==> src/rtl/div_pkg.sv <==
// Shared types and constants for the divider issue stage.
package div_pkg;

    localparam int XLEN = 32;
    localparam int REG_TAG_WIDTH = 5;

    localparam logic [XLEN-1:0] INT_MIN       = {1'b1, {(XLEN-1){1'b0}}};
    localparam logic [XLEN-1:0] DIV0_QUOTIENT = '1;

    typedef enum logic [1:0] {
        OP_DIV  = 2'b00,
        OP_DIVU = 2'b01,
        OP_REM  = 2'b10,
        OP_REMU = 2'b11
    } div_op_e;

    typedef enum logic [1:0] {
        IDLE   = 2'b00,
        LAUNCH = 2'b01,
        WAIT   = 2'b10,
        DRAIN  = 2'b11
    } div_state_e;

    function automatic logic opIsSigned(input logic [1:0] op);
        return (op == OP_DIV) || (op == OP_REM);
    endfunction

    function automatic logic opWantsRem(input logic [1:0] op);
        return (op == OP_REM) || (op == OP_REMU);
    endfunction

endpackage

==> src/rtl/div_special_case.sv <==
// Single-cycle resolution of divide-by-zero, signed overflow and result-cache hits.
module div_special_case
    import div_pkg::*;
#(
    parameter int DATA_WIDTH = XLEN
) (
    input  logic                  signed_i,
    input  logic [DATA_WIDTH-1:0] rs1_i,
    input  logic [DATA_WIDTH-1:0] rs2_i,
    input  logic                  cache_valid_i,
    input  logic                  cache_signed_i,
    input  logic [DATA_WIDTH-1:0] cache_rs1_i,
    input  logic [DATA_WIDTH-1:0] cache_rs2_i,
    input  logic [DATA_WIDTH-1:0] cache_quotient_i,
    input  logic [DATA_WIDTH-1:0] cache_remainder_i,
    output logic                  fast_hit_o,
    output logic [DATA_WIDTH-1:0] fast_quotient_o,
    output logic [DATA_WIDTH-1:0] fast_remainder_o
);

    logic divByZero;
    logic overflow;
    logic cacheHit;

    assign divByZero = (rs2_i == '0);
    assign overflow  = signed_i && (rs1_i == INT_MIN) && (rs2_i == '1);
    assign cacheHit  = cache_valid_i
                    && (cache_signed_i == signed_i)
                    && (cache_rs1_i == rs1_i)
                    && (cache_rs2_i == rs2_i);

    assign fast_hit_o = divByZero || overflow || cacheHit;

    // Divide-by-zero outranks overflow, which outranks the cache.
    always_comb begin
        fast_quotient_o  = '0;
        fast_remainder_o = '0;
        if (divByZero) begin
            fast_quotient_o  = DIV0_QUOTIENT;
            fast_remainder_o = rs1_i;
        end else if (overflow) begin
            fast_quotient_o  = INT_MIN;
            fast_remainder_o = '0;
        end else if (cacheHit) begin
            fast_quotient_o  = cache_quotient_i;
            fast_remainder_o = cache_remainder_i;
        end
    end

endmodule

==> src/rtl/div_ctrl.sv <==
// Issue/sequencing stage in front of the multicycle divider, with a one-entry result cache.
module div_ctrl
    import div_pkg::*;
#(
    parameter int DATA_WIDTH     = XLEN,
    parameter int REG_ADDR_WIDTH = REG_TAG_WIDTH
) (
    input  logic                      clk,
    input  logic                      rst,
    input  logic                      in_valid_i,
    output logic                      in_ready_o,
    input  logic [1:0]                in_op_i,
    input  logic [DATA_WIDTH-1:0]     in_rs1_i,
    input  logic [DATA_WIDTH-1:0]     in_rs2_i,
    input  logic [REG_ADDR_WIDTH-1:0] in_rd_i,
    input  logic                      flush_i,
    output logic                      out_valid_o,
    output logic [REG_ADDR_WIDTH-1:0] out_rd_o,
    output logic [DATA_WIDTH-1:0]     out_result_o,
    output logic                      div_start_o,
    output logic [DATA_WIDTH-1:0]     div_dividend_o,
    output logic [DATA_WIDTH-1:0]     div_divisor_o,
    output logic                      div_signed_o,
    input  logic [DATA_WIDTH-1:0]     div_quotient_i,
    input  logic [DATA_WIDTH-1:0]     div_remainder_i,
    input  logic                      div_ready_i
);

    div_state_e                state_q, state_d;
    logic [DATA_WIDTH-1:0]     dividend_q, dividend_d;
    logic [DATA_WIDTH-1:0]     divisor_q, divisor_d;
    logic                      signed_q, signed_d;
    logic                      wantRem_q, wantRem_d;
    logic [REG_ADDR_WIDTH-1:0] rd_q, rd_d;
    logic                      outValid_q, outValid_d;
    logic [REG_ADDR_WIDTH-1:0] outRd_q, outRd_d;
    logic [DATA_WIDTH-1:0]     outResult_q, outResult_d;
    logic                      cacheValid_q, cacheValid_d;
    logic                      cacheSigned_q, cacheSigned_d;
    logic [DATA_WIDTH-1:0]     cacheRs1_q, cacheRs1_d;
    logic [DATA_WIDTH-1:0]     cacheRs2_q, cacheRs2_d;
    logic [DATA_WIDTH-1:0]     cacheQuo_q, cacheQuo_d;
    logic [DATA_WIDTH-1:0]     cacheRem_q, cacheRem_d;

    logic                      accept;
    logic                      inSigned;
    logic                      inWantRem;
    logic                      fastHit;
    logic [DATA_WIDTH-1:0]     fastQuotient;
    logic [DATA_WIDTH-1:0]     fastRemainder;

    assign in_ready_o = (state_q == IDLE) && !flush_i;
    assign accept     = in_valid_i && in_ready_o;
    assign inSigned   = opIsSigned(in_op_i);
    assign inWantRem  = opWantsRem(in_op_i);

    div_special_case #(
        .DATA_WIDTH(DATA_WIDTH)
    ) u_special (
        .signed_i         (inSigned),
        .rs1_i            (in_rs1_i),
        .rs2_i            (in_rs2_i),
        .cache_valid_i    (cacheValid_q),
        .cache_signed_i   (cacheSigned_q),
        .cache_rs1_i      (cacheRs1_q),
        .cache_rs2_i      (cacheRs2_q),
        .cache_quotient_i (cacheQuo_q),
        .cache_remainder_i(cacheRem_q),
        .fast_hit_o       (fastHit),
        .fast_quotient_o  (fastQuotient),
        .fast_remainder_o (fastRemainder)
    );

    // A start with flush in the same cycle must never reach the divider.
    assign div_start_o    = (state_q == LAUNCH) && !flush_i;
    assign div_dividend_o = dividend_q;
    assign div_divisor_o  = divisor_q;
    assign div_signed_o   = signed_q;
    assign out_valid_o    = outValid_q;
    assign out_rd_o       = outRd_q;
    assign out_result_o   = outResult_q;

    always_comb begin
        state_d       = state_q;
        dividend_d    = dividend_q;
        divisor_d     = divisor_q;
        signed_d      = signed_q;
        wantRem_d     = wantRem_q;
        rd_d          = rd_q;
        outValid_d    = 1'b0;
        outRd_d       = outRd_q;
        outResult_d   = outResult_q;
        cacheValid_d  = cacheValid_q;
        cacheSigned_d = cacheSigned_q;
        cacheRs1_d    = cacheRs1_q;
        cacheRs2_d    = cacheRs2_q;
        cacheQuo_d    = cacheQuo_q;
        cacheRem_d    = cacheRem_q;

        case (state_q)
            IDLE: begin
                if (accept) begin
                    if (fastHit) begin
                        outValid_d  = 1'b1;
                        outRd_d     = in_rd_i;
                        outResult_d = inWantRem ? fastRemainder : fastQuotient;
                    end else begin
                        dividend_d = in_rs1_i;
                        divisor_d  = in_rs2_i;
                        signed_d   = inSigned;
                        wantRem_d  = inWantRem;
                        rd_d       = in_rd_i;
                        state_d    = LAUNCH;
                    end
                end
            end
            // The divider may still be chewing on an abandoned op; keep retrying the start.
            LAUNCH: begin
                if (flush_i) begin
                    state_d = IDLE;
                end else if (div_ready_i) begin
                    state_d = WAIT;
                end
            end
            WAIT: begin
                if (flush_i) begin
                    state_d = div_ready_i ? IDLE : DRAIN;
                end else if (div_ready_i) begin
                    state_d       = IDLE;
                    outValid_d    = 1'b1;
                    outRd_d       = rd_q;
                    outResult_d   = wantRem_q ? div_remainder_i : div_quotient_i;
                    cacheValid_d  = 1'b1;
                    cacheSigned_d = signed_q;
                    cacheRs1_d    = dividend_q;
                    cacheRs2_d    = divisor_q;
                    cacheQuo_d    = div_quotient_i;
                    cacheRem_d    = div_remainder_i;
                end
            end
            DRAIN: begin
                if (div_ready_i) begin
                    state_d = IDLE;
                end
            end
            default: state_d = IDLE;
        endcase
    end

    always_ff @(posedge clk or posedge rst) begin
        if (rst) begin
            state_q       <= IDLE;
            dividend_q    <= '0;
            divisor_q     <= '0;
            signed_q      <= 1'b0;
            wantRem_q     <= 1'b0;
            rd_q          <= '0;
            outValid_q    <= 1'b0;
            outRd_q       <= '0;
            outResult_q   <= '0;
            cacheValid_q  <= 1'b0;
            cacheSigned_q <= 1'b0;
            cacheRs1_q    <= '0;
            cacheRs2_q    <= '0;
            cacheQuo_q    <= '0;
            cacheRem_q    <= '0;
        end else begin
            state_q       <= state_d;
            dividend_q    <= dividend_d;
            divisor_q     <= divisor_d;
            signed_q      <= signed_d;
            wantRem_q     <= wantRem_d;
            rd_q          <= rd_d;
            outValid_q    <= outValid_d;
            outRd_q       <= outRd_d;
            outResult_q   <= outResult_d;
            cacheValid_q  <= cacheValid_d;
            cacheSigned_q <= cacheSigned_d;
            cacheRs1_q    <= cacheRs1_d;
            cacheRs2_q    <= cacheRs2_d;
            cacheQuo_q    <= cacheQuo_d;
            cacheRem_q    <= cacheRem_d;
        end
    end

endmodule

==> config.mk <==
export PLATFORM = sky130hd
export DESIGN_NAME = div_ctrl
export DESIGN_NICKNAME = d
export VERILOG_FILES = /design/src/rtl/div_pkg.sv /design/src/rtl/div_special_case.sv /design/src/rtl/div_ctrl.sv
export SDC_FILE = /design/constraint.sdc
export NUM_CORES = 1
export LEC_CHECK = 0
export CORE_MARGIN = 1
export CORE_UTILIZATION = 52
export CTS_CLUSTER_DIAMETER = 30
export DETAILED_ROUTE_END_ITERATION = 7
export MAX_ROUTING_LAYER = met4
export PLACE_DENSITY = 0.8
export SYNTH_ARGS = -nofsm -noshare
export SYNTH_HDL_FRONTEND = slang
export SYNTH_HIERARCHICAL = 1
export SYNTH_SLANG_ARGS = --single-unit
==> constraint.sdc <==
create_clock -name clk -period 11.1 [get_ports clk]
set_input_delay 3.33 -clock clk [delete_from_list [all_inputs] [get_ports clk]]
set_output_delay 3.33 -clock clk [all_outputs]
set_load 0.02 [all_outputs]
**Word level (Yosys, flattened, before mapping)**

Cells that the tools add are included.

- Output and inout port bits: 105
- Register bits: 241
- Input port bits: 140

- Muxes and demuxes: 31
- Bitwise operators: 2
- Equality and inequality tests: 16
- Reductions and logical operators: 21

Operators with widths:

| cell | count |
|---|---|
| $mux W32 | 12 |
| $eq A32 B32 Y1 | 2 |
| $eq A32 B32 Y1 const B | 2 |
| $pmux W32 S2 | 1 |
| $logic_not A32 Y1 | 1 |
| $mux W5 | 4 |
| $mux W2 | 7 |
| $ne A2 B2 Y1 const B | 5 |
| $pmux W5 S2 | 1 |
| $reduce_and A3 Y1 | 3 |
| $eq A2 B2 Y1 const B | 4 |
| $logic_and A1 B1 Y1 | 8 |
| $pmux W2 S4 | 1 |
| $reduce_and A5 Y1 | 1 |
| $logic_not A2 Y1 | 2 |
| $logic_or A1 B1 Y1 | 4 |
| $mux W1 | 4 |
| $ne A3 B3 Y1 const B | 1 |
| $eq A2 B1 Y1 const B | 1 |
| $not A1 Y1 | 2 |
| $pmux W1 S2 | 1 |
| $reduce_bool A2 Y1 | 1 |
| $eq A1 B1 Y1 | 1 |
| $logic_not A1 Y1 | 1 |

**Logic depth before layout (Yosys ltp)**

Gate-level depths: netlist (run 1).

- Word-level depth: 13
- Depth in mapped cells: 14

**By module**

The synthesis (run 1) kept the hierarchy.

By module, submodules not included:

| module | seq. area each (um^2) | area an instance (um^2) | cells an instance | times used |
|---|---|---|---|---|
| div_ctrl | 6030.8 | 10463.8 | 631 | 1 |
| div_special_case | 0.0 | 1944.4 | 275 | 1 |

**Worst setup path after synthesis (run 1)**

No wires, ideal clock.

- Path kind: input-to-output
- Start point: in flush_i
- End point: out div_start_o
- Arrival: 3.885 ns
- Path slack: 3.885 ns
- Stages: 1
- Cell sequence: nor3b_1

- Cells in the longest elaborated chain, start to end: 2

RTL lines:

| element | RTL line | RTL |
|---|---|---|
| start: declaration | div_ctrl.sv:16 | `input logic flush_i,` |
| $logic_not A1 Y1 | div_ctrl.sv:75 | `assign div_start_o = (state_q == LAUNCH) && !flush_i;` |
| $logic_and A1 B1 Y1 | div_ctrl.sv:75 |  |
| end: declaration | div_ctrl.sv:20 | `output logic div_start_o,` |

No other way between the ends.

**Worst setup path in the final report (run 1)**

Ends and elaborated chain as after synthesis.

==> results.sh, run 1 <==
export IMPL_wirelength_um=35200
export IMPL_fin_crit_ps=8200
export IMPL_drcViolationCount=0
export IMPL_async_flop_share_pct=100
export IMPL_antenna_cells=0
export IMPL_regToRegEndpoint="div_signed_o$_DFFE_PP0P_"
export IMPL_ant_nets=0
export IMPL_layout_commonest_cell="clkdlybuf4s50_1"
export IMPL_yosys_area_top_type="dfrtp_1"
export IMPL_p_leak_nw=7.68
export IMPL_root_buffer="clkbuf_16"
export IMPL_crit_path_end_kind="primary output"
export IMPL_htree_levels=2
export IMPL_synthXorXnorAreaFrac_pct=2.75
export IMPL_grt_pass1_vias=9377
export IMPL_synth_area_sq_um=12400
export IMPL_antenna_found_initial=0
export IMPL_place_congestion=0.909
export IMPL_status="finished, final reports clean"
export IMPL_die_w_um=156
export IMPL_synth_warnings=6
export IMPL_viasPerCell=5.86
export IMPL_die_h_um=156
export IMPL_wl_per_cell_um=23.2
export IMPL_path_clk_slew_ps=40
export IMPL_drv_slew=0
export IMPL_cts_tree="built"
export IMPL_clock_skew_ps=18.6
export IMPL_grt_max_degree=99
export IMPL_first_pass_iters=5
export IMPL_drive_above_1_share_pct=21.1
export IMPL_crit_path_start_kind="primary input"
export IMPL_final_hold_viol_count=0
export IMPL_synth_top_family_by_area="multiplexers"
export IMPL_reg2reg_depth=11
export IMPL_ys_seq_area_share_pct=48.6
export IMPL_grt_pass1_wl_um=54700
export IMPL_synth_nets=1046
export IMPL_dpl_instance_area_sq_um=14900
export IMPL_worst_slew_pin_slew_ps=1150
export IMPL_area_growth_pct=35.0
export IMPL_endpoint="div_start_o"
export IMPL_startpoint="flush_i"
export IMPL_ys_seq_elements=241
export IMPL_stdcell_area_sq_um=16800
export IMPL_clock_latency_ps=540
export IMPL_setup_viol=0
export IMPL_synth_edf_count=0
export IMPL_io_pins=245
export IMPL_syn_inst=906
export IMPL_final_cell_mix="clkdlybuf4s50_1, dfrtp_1, mux2_1"
export IMPL_dp_hpwl_um=23000
export IMPL_hold_buffers=0
export IMPL_hold_class="register to register"
export IMPL_io_buffer_count=244
export IMPL_min_delay_start="cacheRem_q[28]$_DFFE_PP0P_"
export IMPL_syn_avg_cell_area_sq_um=13.7
export IMPL_fp_row_count=56
export IMPL_drtIter0Drc=533
export IMPL_cts_resized=0
export IMPL_fin_nets=1294
export IMPL_grt_setup_unrepaired="no"
export IMPL_vias=8879
export IMPL_r2r_slack_ps=6230
export IMPL_required_ps=7770
export IMPL_track_usage_pct=30.3
export IMPL_r2r_start="cacheRs2_q[7]$_DFFE_PP0P_"
export IMPL_ys_types=47
export IMPL_drv_cap=0
export IMPL_crit_type="primary input to primary output"
export IMPL_ys_top_cells_by_area="dfrtp_1, mux2_1, mux2_4"
export IMPL_cp_arrival_ps=4870
export IMPL_tns_ps=0
export IMPL_post_cts_buffers=0
export IMPL_start_util_pct=53.0
export IMPL_powerDensity_nw_per_um2=237
export IMPL_fin_crit_sh_pct=73.9
export IMPL_relSlewSlack_pct=23.3
export IMPL_hold_path_depth=1
export IMPL_max_freq_mhz=122
export IMPL_synth_top_area_share_pct=48.6
export IMPL_synthMuxAreaShare_pct=32.3
export IMPL_grt_ovfl_total=0
export IMPL_synthSimpleGateAreaFrac_pct=5.69
export IMPL_yosys_area_share_adder_pct=0
export IMPL_critPathMaxFanout=5
export IMPL_die_area_sq_um=24500
export IMPL_synth_compound_area_share_pct=6.32
export IMPL_yosys_most_used_dff="dfrtp_1"
export IMPL_worst_hold_slack_ps=480
export IMPL_vdd_drop_max_v=0.000139
export IMPL_core_area_sq_um=23400
export IMPL_cts_made_buffers=52
export IMPL_clock_sinks=241
export IMPL_ctsLongestPathBuffers=3
==> cell families (layout without fill, tap and decap cells) <==
family          count (synthesis)  after routing
buf+inv                        84            374
xor+xnor                       39             39
simple gates                  115            115
flops                         241            241
compound gates                 87             87
mux                           340            340
==> sequential cells by signal, summed over array words and instances, names as in the netlist <==
signal,count
cacheRs2_q,32
state_q,2
div_signed_o,1
cacheQuo_q,32
out_valid_o,1
cacheRem_q,32
cacheSigned_q,1
wantRem_q,1
rd_q,5
cacheValid_q,1
div_dividend_o,32
out_rd_o,5
div_divisor_o,32
cacheRs1_q,32
out_result_o,32
==> where the power goes <==
part | switching [mW] | internal (mW)
clock | 0.501 | 1.09
sequential | 0.242 | 1.19
combinational | 0.404 | 0.531
total | 1.15 | 2.82
==> critical path, stage by stage <==
cell and delay (ps):
clkdlybuf4s50_1 580, nor3b_1 310, clkdlybuf4s50_1 650
==> synth_stat cells, types with 3 or more instances <==
cell       instances
dfrtp_1          241
nor2_1             6
and2_1            28
xor2_1             6
nor4_1            18
xnor2_1           33
a221oi_1           3
a41o_1            32
mux2_1           108
clkbuf_1          16
nand4_1           18
buf_2             13
buf_4             10
mux2i_1           97
mux2_2            56
nor3_1             4
inv_1             20
nor2b_1           11
o22ai_1            6
inv_2              3
nand2_1            8
nand2b_1           6
mux2_4            79
a31o_1            31
a2111oi_0          4
buf_6             20
==> worst min-delay path by stage <==
| stage | to | slack, ps |
|---|---|---|
| after CTS | cacheRem_q[28]$_DFFE_PP0P_ | 490 |
| after global placement | cacheValid_q$_DFFE_PP0P_ | 450 |
| after detailed placement | cacheValid_q$_DFFE_PP0P_ | 460 |
| final | cacheRem_q[28]$_DFFE_PP0P_ | 480 |
| after floorplan | cacheValid_q$_DFFE_PP0P_ | 430 |
| after global routing | cacheQuo_q[3]$_DFFE_PP0P_ | 500 |
==> through the flow <==
| step | cells | utilization (%) | setup WS (ps) | total power, mW |
|---|---|---|---|---|
| after detailed placement | 1419 | 63.7 | 2830 | 2.36 |
| after CTS | 1515 | 71.6 | 2890 | 3.98 |
| after floorplan | 906 | - | 1150 | 1.94 |
| after global placement | 1419 | 63.7 | 2950 | 2.32 |
| final | 1515 | 71.6 | 2900 | 3.96 |
| after global routing | 1515 | 71.6 | 2820 | 4.12 |
==> per-layer routing <==
metal	part of all wire (%)	track usage (%)
met3	6.8	5.57
met1	43	40.1
met2	48	47.2
met4	2.7	9.62
met5	0	-
==> cell type report <==
type                    count  area, sq um
clock buffers              66         1470
repair buffers            255         2520
flip-flops and latches    241         6030
clock inverters            30          373
inverters                  23         93.8
multi-input cells         581         5870
well taps                 319          399
fillers                  1593         6650
No activity file was read; power rests on OpenSTA's default activity.
==> run 2, diff against run 1 <==
==> constraint.sdc (replaced) <==
create_clock -name clk -period 7.8 [get_ports clk]
set_input_delay 2.34 -clock clk [delete_from_list [all_inputs] [get_ports clk]]
set_output_delay 2.34 -clock clk [all_outputs]
set_load 0.02 [all_outputs]
==> results.sh, run 2 (synthesis gave the netlist of run 1 again) <==
export IMPL_place_congestion=0.965
export IMPL_hold_class="register to register"
export IMPL_drv_cap=0
export IMPL_drtIter0Drc=534
export IMPL_worst_slew_pin_slew_ps=1220
export IMPL_crit_path_start_kind="primary input"
export IMPL_grt_setup_unrepaired="no"
export IMPL_crit_buf_inv=2
export IMPL_io_pins=245
export IMPL_crit_path_end_kind="primary output"
export IMPL_critPathMaxFanout=5
export IMPL_core_area_sq_um=23400
export IMPL_track_usage_pct=30.1
export IMPL_drive_above_1_share_pct=20.3
export IMPL_fin_nets=1294
export IMPL_top_layer="met4"
export IMPL_startpoint="flush_i"
export IMPL_dp_hpwl_um=23000
export IMPL_r2r_slack_ps=4060
export IMPL_fp_row_count=56
export IMPL_drv_slew=0
export IMPL_required_ps=5460
export IMPL_die_h_um=156
export IMPL_wirelength_um=35000
export IMPL_r2r_start="cacheRs2_q[7]$_DFFE_PP0P_"
export IMPL_area_growth_pct=33.7
export IMPL_setup_viol=0
export IMPL_final_cell_mix="clkdlybuf4s50_1, dfrtp_1, mux2_1"
export IMPL_crit_type="primary input to primary output"
export IMPL_fillers=1663
export IMPL_viasPerCell=5.84
export IMPL_fin_crit_ps=6240
export IMPL_hold_buffers=0
export IMPL_die_area_sq_um=24500
export IMPL_grt_pass1_wl_um=53700
export IMPL_antenna_found_initial=2
export IMPL_fin_crit_sh_pct=80.0
export IMPL_drcViolationCount=0
export IMPL_vdd_drop_max_v=0.000202
export IMPL_p_leak_nw=7.60
export IMPL_final_hold_viol_count=0
export IMPL_die_w_um=156
export IMPL_cp_arrival_ps=3900
export IMPL_ant_nets=0
export IMPL_post_cts_buffers=0
export IMPL_finalNonFillerCells=1512
export IMPL_met2_length_um=16200
export IMPL_vias=8825
export IMPL_start_util_pct=53.0
export IMPL_htree_levels=2
export IMPL_status="finished, final reports clean"
export IMPL_dp_cells=1419
export IMPL_reg2reg_depth=10
export IMPL_worstSetupPathDepth=3
export IMPL_first_pass_iters=4
export IMPL_layout_commonest_cell="clkdlybuf4s50_1"
export IMPL_slowest_delay_ps=660
export IMPL_grt_max_degree=134
export IMPL_clock_skew_ps=19.5
export IMPL_cp_slowest_cell="clkdlybuf4s50_1"
export IMPL_root_buffer="clkbuf_16"
export IMPL_clock_latency_ps=530
export IMPL_ctsLongestPathBuffers=3
export IMPL_powerDensity_nw_per_um2=325
export IMPL_crit_top_cell="clkdlybuf4s50_1"
export IMPL_clock_sinks=241
export IMPL_cts_resized=0
export IMPL_cp_top_family="buffers and inverters"
export IMPL_wl_per_cell_um=23.1
export IMPL_cts_made_buffers=52
export IMPL_crit_chain="clkdlybuf4s50_1 -> nor3b_1 -> clkdlybuf4s50_1"
export IMPL_dp_slack_ps=1340
export IMPL_regToRegEndpoint="out_result_o[31]$_DFFE_PP0P_"
export IMPL_relSlewSlack_pct=18.1
export IMPL_tns_ps=0
export IMPL_wl_met1_um=15200
export IMPL_endpoint="div_start_o"
export IMPL_grt_pass1_vias=9186
export IMPL_max_freq_mhz=160
export IMPL_io_buffer_count=244
export IMPL_path_clk_slew_ps=50
export IMPL_cts_tree="built"
export IMPL_p_total_mw=5.39
export IMPL_wl_met3_um=2490
export IMPL_grt_ovfl_total=0
export IMPL_setup_ws_ps=1560
==> run 2: metal layers <==
layer,track usage (%),vias to the layer above
met4,12.0,0
li1,-,3871
met3,6.56,72
met2,45.1,368
met1,39.8,4514
met5,-,-
==> run 2: cell type report <==
class	count	area, sq um	area share (%)
inverter	23	90.1	0.543
multi-input combinational	581	5870	35.4
clock inverter	24	206	1.24
sequential	241	6030	36.4
tap	319	399	2.41
antenna	2	5.00	0.0302
clock buffer	67	1430	8.61
timing repair buffer	255	2560	15.4
==> run 2: worst reg2reg max path, delay by kind of cell, from the launching register on <==
kind / cells / cell delay (ps)
AO/OA/AOI/OAI: 2 / 380
buffers and inverters: 1 / 590
XOR/XNOR: 1 / 170
AND/OR/NAND/NOR: 5 / 1610
flip-flops: 1 / 390
multiplexers: 1 / 470
==> run 2: power breakdown <==
group          leakage, nW  total, mW  switching, mW  internal (mW)
logic                 3.79       1.34          0.578          0.758
registers             3.02       2.04          0.344           1.70
clock network        0.790       2.02          0.670           1.35
==> run 2: stage by stage <==
step / util [%] / instance area [sq um] / hold slack (ps)
after floorplan: - / 12400 / 432
after global placement: 63.9 / 15000 / 457
after detailed placement: 63.9 / 15000 / 459
after CTS: 70.9 / 16600 / 470
after global routing: 70.9 / 16600 / 496
final: 70.9 / 16600 / 471
==> run 2: how the worst min path moves through the flow <==
stage	start	end	slack, ps	cells past startpoint
global route	cacheRem_q[6]$_DFFE_PP0P_	cacheRem_q[6]$_DFFE_PP0P_	500	1
CTS	cacheValid_q$_DFFE_PP0P_	cacheValid_q$_DFFE_PP0P_	470	1
detailed placement	cacheValid_q$_DFFE_PP0P_	cacheValid_q$_DFFE_PP0P_	460	1
global placement	cacheValid_q$_DFFE_PP0P_	cacheValid_q$_DFFE_PP0P_	460	1
floorplan	cacheValid_q$_DFFE_PP0P_	cacheValid_q$_DFFE_PP0P_	430	1
finish	cacheValid_q$_DFFE_PP0P_	cacheValid_q$_DFFE_PP0P_	470	1
